==> src/rtl/instr_issue_queue.sv <==
`default_nettype none
// ============================================================================
// Module   : instr_issue_queue
// Purpose  : Instruction FIFO between the fetch unit and a multi-cycle core.
//            Entries are issued one at a time with a one-cycle run_core pulse.
//            The next entry is issued only after core_done. A synchronous
//            flush discards every queued entry. The instruction already
//            issued to the core is not aborted by a flush.
// Ports    : clk                        rising-edge clock
//            reset                      asynchronous, active-low reset
//            flush                      drop all queued entries (sync)
//            in_valid/in_instr/in_pc    fetch side; in_ready = !full
//            core_done                  core finished the issued instruction
//            run_core                   one-cycle issue pulse (state == ISSUE)
//            instr/issue_pc             last issued instruction and its PC
//            count/empty/full           occupancy, from registered state only
// Revision : 1.0 - initial release
// ============================================================================
module instr_issue_queue #(
  parameter int DEPTH = 4,
  parameter int PC_W  = 16
) (
  input  logic                     clk,
  input  logic                     reset,
  input  logic                     flush,
  input  logic                     in_valid,
  input  logic [15:0]              in_instr,
  input  logic [PC_W-1:0]          in_pc,
  output logic                     in_ready,
  input  logic                     core_done,
  output logic                     run_core,
  output logic [15:0]              instr,
  output logic [PC_W-1:0]          issue_pc,
  output logic [$clog2(DEPTH):0]   count,
  output logic                     empty,
  output logic                     full
);

  localparam int AW = $clog2(DEPTH);
  localparam logic [AW:0] FULL_CNT = (AW+1)'(DEPTH);

  localparam logic [1:0] S_IDLE  = 2'd0;
  localparam logic [1:0] S_ISSUE = 2'd1;
  localparam logic [1:0] S_WAIT  = 2'd2;

  logic [1:0]      state_q, state_d;
  logic [AW-1:0]   rd_ptr_q, wr_ptr_q;
  logic [AW:0]     count_q;
  logic [15:0]     instr_q;
  logic [PC_W-1:0] issue_pc_q;
  logic [15:0]     instr_mem_q [DEPTH];
  logic [PC_W-1:0] pc_mem_q    [DEPTH];

  logic            do_push;
  logic            do_pop;

  assign empty    = (count_q == '0);
  assign full     = (count_q == FULL_CNT);
  assign in_ready = !full;
  assign count    = count_q;
  assign instr    = instr_q;
  assign issue_pc = issue_pc_q;

  // Flush wins over push, so a word offered during flush is dropped.
  assign do_push = in_valid && !full && !flush;

  // --------------------------------------------------------------------------
  // FSM: state register
  // --------------------------------------------------------------------------
  always_ff @(posedge clk or negedge reset) begin
    if (!reset) begin
      state_q <= S_IDLE;
    end else begin
      state_q <= state_d;
    end
  end

  // --------------------------------------------------------------------------
  // FSM: next state and pop decision. The pop happens on the edge that
  // enters ISSUE. A flush suppresses the pop. The current instruction is
  // still allowed to complete, so ISSUE falls into WAIT and then IDLE. A
  // core_done seen during ISSUE completes the instruction even when a flush
  // arrives on the same edge.
  // --------------------------------------------------------------------------
  always_comb begin
    state_d = state_q;
    do_pop  = 1'b0;
    case (state_q)
      S_IDLE: begin
        if (!empty && !flush) begin
          do_pop  = 1'b1;
          state_d = S_ISSUE;
        end
      end
      S_ISSUE, S_WAIT: begin
        if (core_done) begin
          if (!empty && !flush) begin
            do_pop  = 1'b1;
            state_d = S_ISSUE;
          end else begin
            state_d = S_IDLE;
          end
        end else begin
          state_d = S_WAIT;
        end
      end
      default: state_d = S_IDLE;
    endcase
  end

  // --------------------------------------------------------------------------
  // FSM: outputs
  // --------------------------------------------------------------------------
  always_comb begin
    run_core = (state_q == S_ISSUE);
  end

  // --------------------------------------------------------------------------
  // Storage: no reset needed. An entry is only read after it has been written.
  // --------------------------------------------------------------------------
  always_ff @(posedge clk) begin
    if (do_push) begin
      instr_mem_q[wr_ptr_q] <= in_instr;
      pc_mem_q[wr_ptr_q]    <= in_pc;
    end
  end

  // --------------------------------------------------------------------------
  // Pointers, occupancy and issued-instruction registers. Pointers wrap
  // naturally because DEPTH is a power of two.
  // --------------------------------------------------------------------------
  always_ff @(posedge clk or negedge reset) begin
    if (!reset) begin
      rd_ptr_q   <= '0;
      wr_ptr_q   <= '0;
      count_q    <= '0;
      instr_q    <= 16'h0000;
      issue_pc_q <= '0;
    end else begin
      if (do_pop) begin
        instr_q    <= instr_mem_q[rd_ptr_q];
        issue_pc_q <= pc_mem_q[rd_ptr_q];
      end
      if (flush) begin
        rd_ptr_q <= '0;
        wr_ptr_q <= '0;
        count_q  <= '0;
      end else begin
        if (do_push) wr_ptr_q <= wr_ptr_q + 1'b1;
        if (do_pop)  rd_ptr_q <= rd_ptr_q + 1'b1;
        case ({do_push, do_pop})
          2'b10:   count_q <= count_q + 1'b1;
          2'b01:   count_q <= count_q - 1'b1;
          default: count_q <= count_q;
        endcase
      end
    end
  end

endmodule
`default_nettype wire

==> config.mk <==
export PLATFORM = sky130hd
export DESIGN_NAME = instr_issue_queue
export DESIGN_NICKNAME = d
export VERILOG_FILES = /design/src/rtl/instr_issue_queue.sv
export SDC_FILE = /design/constraint.sdc
export NUM_CORES = 1
export LEC_CHECK = 0
export CAP_MARGIN = 20
export CORE_MARGIN = 2
export CORE_UTILIZATION = 38
export CTS_CLUSTER_SIZE = 20
export DETAILED_ROUTE_END_ITERATION = 6
export PLACE_DENSITY_LB_ADDON = 0.2
export SLEW_MARGIN = 25
export SYNTH_ARGS = -nofsm -noshare
export SYNTH_HDL_FRONTEND = slang
export SYNTH_SLANG_ARGS = --single-unit
==> constraint.sdc <==
create_clock -name clk -period 2.5 [get_ports clk]
set_input_delay 0.5 -clock clk [delete_from_list [all_inputs] [get_ports clk]]
set_output_delay 0.5 -clock clk [all_outputs]
set_load 0.005 [all_outputs]
**Word level (Yosys, flattened, before mapping)**

Memories as Yosys holds them, arrays and structs flattened. A register that Yosys moved wholly into a read port is not among the register bits.
Cells that the tools add are included.

- Register bits: 9
- Bits in writable memories: 128
- Input bits: 37
- Output and inout bits: 39
- Word-level logic and storage cells: 45
- Memories kept: 2

- $add $sub $neg: 4
- Equal/unequal tests: 6
- Mux-type cells: 15
- Reductions and logical operators: 14

Memories:

| memory | depth | bits a word | read ports | clocked after Yosys merged registers in | write ports | line | RTL |
|---|---|---|---|---|---|---|---|
| instr_mem_q | 4 | 16 | 1 | 1 | 1 | 51 | `logic [15:0] instr_mem_q [DEPTH];` |
| pc_mem_q | 4 | 16 | 1 | 1 | 1 | 52 | `logic [PC_W-1:0] pc_mem_q [DEPTH];` |

Operators with widths:

| cell | count |
|---|---|
| $mux 2 | 6 |
| $pmux 3 s2 | 1 |
| $logic_not 1->1 | 5 |
| $mux 1 | 5 |
| $add 2x1->2 const B | 2 |
| $eq 2x1->1 const B | 2 |
| $eq 2x2->1 const B | 2 |
| $pmux 2 s2 | 1 |
| $reduce_bool 2->1 | 2 |
| $add 3x1->3 const B | 1 |
| $eq 3x3->1 const B | 1 |
| $logic_and 1x1->1 | 3 |
| $logic_not 3->1 | 1 |
| $mux 3 | 1 |
| $reduce_bool 3->1 | 1 |
| $sub 3x1->3 const B | 1 |
| $logic_not 2->1 | 1 |
| $ne 2x2->1 const B | 1 |
| $pmux 1 s2 | 1 |
| $reduce_or 2->1 | 1 |

**Longest topological paths before layout**

- Depth in word-level cells: 9
- Gate-level depth with buffers: 11

**Least setup slack after synthesis**

Ideal clock, no wire load.

- Kind: reg-to-reg
- Start point: register state_q[0]
- End point: register count_q[1] (netlist: count[1])
- Setup time: 0.125 ns
- Arrival time: 2.294 ns
- Data required time: 2.375 ns
- Slack: 0.081 ns
- Stages on the path, launching flop included: 11
- Path buffers: 2
- Path through: dfrtp_1 -> inv_1 -> ha_1 -> a21oi_1 -> or4_4 -> buf_6 -> buf_2 -> a21oi_1 -> fa_1 -> a32oi_1 -> o21ai_1

- Longest elaborated chain between the ends: 6

Ends and longest elaborated chain:

| element | line | RTL |
|---|---|---|
| start, declared | 46 | `logic [1:0] state_q, state_d;` |
| start signal, assigned | 74 | `state_q <= state_d;` |
| $eq 2x1->1 or $eq 2x2->1 (tied branches) | 88 | `case (state_q)` |
| $reduce_or 2->1 | 88 |  |
| $pmux 1 s2 (*) | 88 |  |
| $eq 2x1->1 or $eq 2x2->1 (tied branches) | 151 | `case ({do_push, do_pop})` |
| $pmux 3 s2 | 151 |  |
| $mux 3 | 144 | `if (flush) begin` |
| end signal, assigned | 152 | `2'b10: count_q <= count_q + 1'b1;` |
| end signal, assigned | 153 | `2'b01: count_q <= count_q - 1'b1;` |
| end signal, assigned | 154 | `default: count_q <= count_q;` |
| end, declared | 48 | `logic [AW:0] count_q;` |

Mark *: on every way between the ends. The rest lies on a longest branch, timed or not.
A chain may end at the register's enable or synchronous reset.

**Final worst setup path**

- Start point: register count_q[1] (netlist: count[1])
- End point: output full

- Longest elaborated chain between the ends: 1

Ends and longest elaborated chain:

| element | line | RTL |
|---|---|---|
| $eq 3x3->1 | 58 | `assign full = (count_q == FULL_CNT);` |
| end, declared | 36 | `output logic full` |

Every way passes these cells.

==> out/metrics.cfg <==
[critical_path]
critical_path_class = flop to output pin
cp.required_ps = 2000
crit_arrival_ps = 1890
path_max_fanout = 6
critPathCaptureType = output pin
worstSetupStartpointType = flop

[route]
drt_iter0_drc = 164
post_drt_wl_per_cell_um = 17.9
first_pass_iters = 5
viasPerCell = 4.85
drc = 0
wirelength_um = 12500
num_vias = 3390
drtAntennaViolNets = 0

[synth]
synth_edf_count = 128
yosysTopAreaCellShare = 0.598
yosys.area.top_type = edfxtp_1
netlist_instances = 369
ys_async_sr_fraction = 0.243
yosys.cell_count.top_type = edfxtp_1
synthesis.nets = 414
synth.top_cells.by_count = edfxtp_1 (128), nand2_1 (98), dfrtp_1 (41), mux4_2 (32)
syn_area_um2 = 6430
yosys_warnings = 0
ys_seq_elements = 169
synth.area.top_cells = edfxtp_1 (60%), dfrtp_1 (16%), mux4_2 (11%)
synth_flop_cell = edfxtp_1
seq_area_frac_synth = 0.758
avgSynthCellArea_um2 = 17.4
synth_cell_type_count = 30

[clock_network]
clk_path_buf_depth = 2
clk_pin_slew_ps = 60
cts_setup_buffers = 0
cts_sinks = 169
root_buffer = clkbuf_16
h-tree-depth = 4
cts_made_buffers = 17
cts_tree = yes
clk_latency_ps = 420

[floorplanning]
dieArea_um2 = 18000
ios = 76
core_area_um2 = 16600
start_util = 0.388
die_x_um = 134
row_count = 47
die_h_um = 134

[grt]
grt_overflow_total = 0
grt_max_degree = 35
grt_use_total = 0.149
grt_pass1_wl_um = 19600
grt_antenna_before_repair = 0
first_global_vias = 3497

[timing]
tightestPinTransition_ps = 475
setup_tns_ps = 0
fin_crit_sh = 0.956
fin_skew_ps = 22.1
min_period_ps = 2390
drv_slew = 0
hold_viol = 0
setup_viol = 0
relSlewSlack = 0.681
fmax_mhz = 418
rsz0062_at_grt = no

[placement]
port_buffers = 75
place_hpwl_um = 7820
place.gp.congestion = 0.710
dpl_cell_area_um2 = 7600
dp_cells = 666

[power_and_ir_drop]
power_uw = 8200
p_leak_uw = 0.00297
ir_worst_vdd_v = 0.000537
p_per_area_nw_per_um2 = 1000

[status]
outcome = complete, no violations

[layout]
design_area_um2 = 8170
drive_gt1_frac = 0.190
instances_no_fill = 699
syn_to_final_growth_pct = 27.2
finalNetCount = 511
diodes = 0
fillCellCount = 1424

[min_path]
hp-class = flop to flop

[flow_run]
maxCapViolations = 0

[critical path, cell delays in order, from the launching register on]
cell             delay [ps]
dfrtp_1                 450
or3b_4                  450
inv_1                    90
clkdlybuf4s50_1         500
[stage by stage]
stage,setup WS (ps),utilization,hold slack (ps)
3_3_place_gp,15.8,0.459,434
2_1_floorplan,81.1,-,204
5_1_grt,6.19,0.493,500
3_5_place_dp,-24.7,0.459,420
6_report,110,0.493,471
4_1_cts,37.0,0.493,481
[flip-flops by register name (all words and copies together) (netlist names)]
register / count
count: 3
wr_ptr_q: 2
instr: 16
state_q: 2
instr_mem_q: 64
pc_mem_q: 64
rd_ptr_q: 2
issue_pc: 16
[layout by cell type (no fill, tap or decap), drive strengths merged, types with 4 or more instances in the layout]
cell / synthesis / layout
dfrtp: 41 / 41
nand2: 99 / 99
clkdlybuf4s50: 0 / 74
a21oi: 5 / 5
buf: 9 / 20
ha: 7 / 7
o21ai: 6 / 6
nor2: 6 / 6
inv: 7 / 7
clkinv: 0 / 4
and2: 5 / 5
mux4: 32 / 32
clkbuf: 8 / 25
edfxtp: 128 / 128
[cells by family after synthesis]
family	share of synthesized area
XOR/XNOR	0.00409
multiplexers	0.114
AND/OR/NAND/NOR	0.0773
adder cells (fa/ha/maj)	0.0167
flip-flops	0.758
buffers and inverters	0.0167
AO/OA/AOI/OAI	0.0138
[cell type report]
| class | instances | area [um2] | area share |
|---|---|---|---|
| Clock buffer | 25 | 485 | 0.0594 |
| Clock inverter | 7 | 68.8 | 0.00842 |
| Inverter | 7 | 26.3 | 0.00321 |
| Multi-Input combinational cell | 176 | 1460 | 0.178 |
| Sequential cell | 169 | 4870 | 0.596 |
| Tap cell | 220 | 275 | 0.0337 |
| Timing Repair Buffer | 95 | 986 | 0.121 |
[repair_timing]
action / 4_1_cts / 5_1_grt
gates resized for setup: 0 / 2
endpoints found under the setup margin: 0 / 1
hold buffers: 1 / 0
endpoints found under the hold margin: 12 / 0
[final timing paths]
check                             from      endpoint  slack [ps]  depth (start not counted)
hold reg to reg            issue_pc[5]   issue_pc[5]         470                          2
hold / removal             issue_pc[5]   issue_pc[5]         470                          2
max in group asynchronous        reset     instr[15]        1400                          3
setup reg to reg            state_q[0]      count[1]         190                          8
min in group asynchronous        reset  issue_pc[10]         540                          2
setup / recovery              count[1]          full         110                          3
[metal layers]
layer  vias up  GRT usage  part of all wire
met5         -          0                 0
met3         5     0.0314             0.039
met2        75      0.242              0.51
met4         0     0.0596            0.0080
li1       1557          -                 -
met1      1753      0.197              0.45
[report_power, final]
part           switching, uW  total, uW  leakage, uW  internal, uW
registers                232       3690      0.00167          3460
logic                    952       2070      0.00103          1120
clock network            986       2430     0.000267          1450
total                   2170       8200      0.00297          6030
No activity file was read; power rests on OpenSTA's default activity.
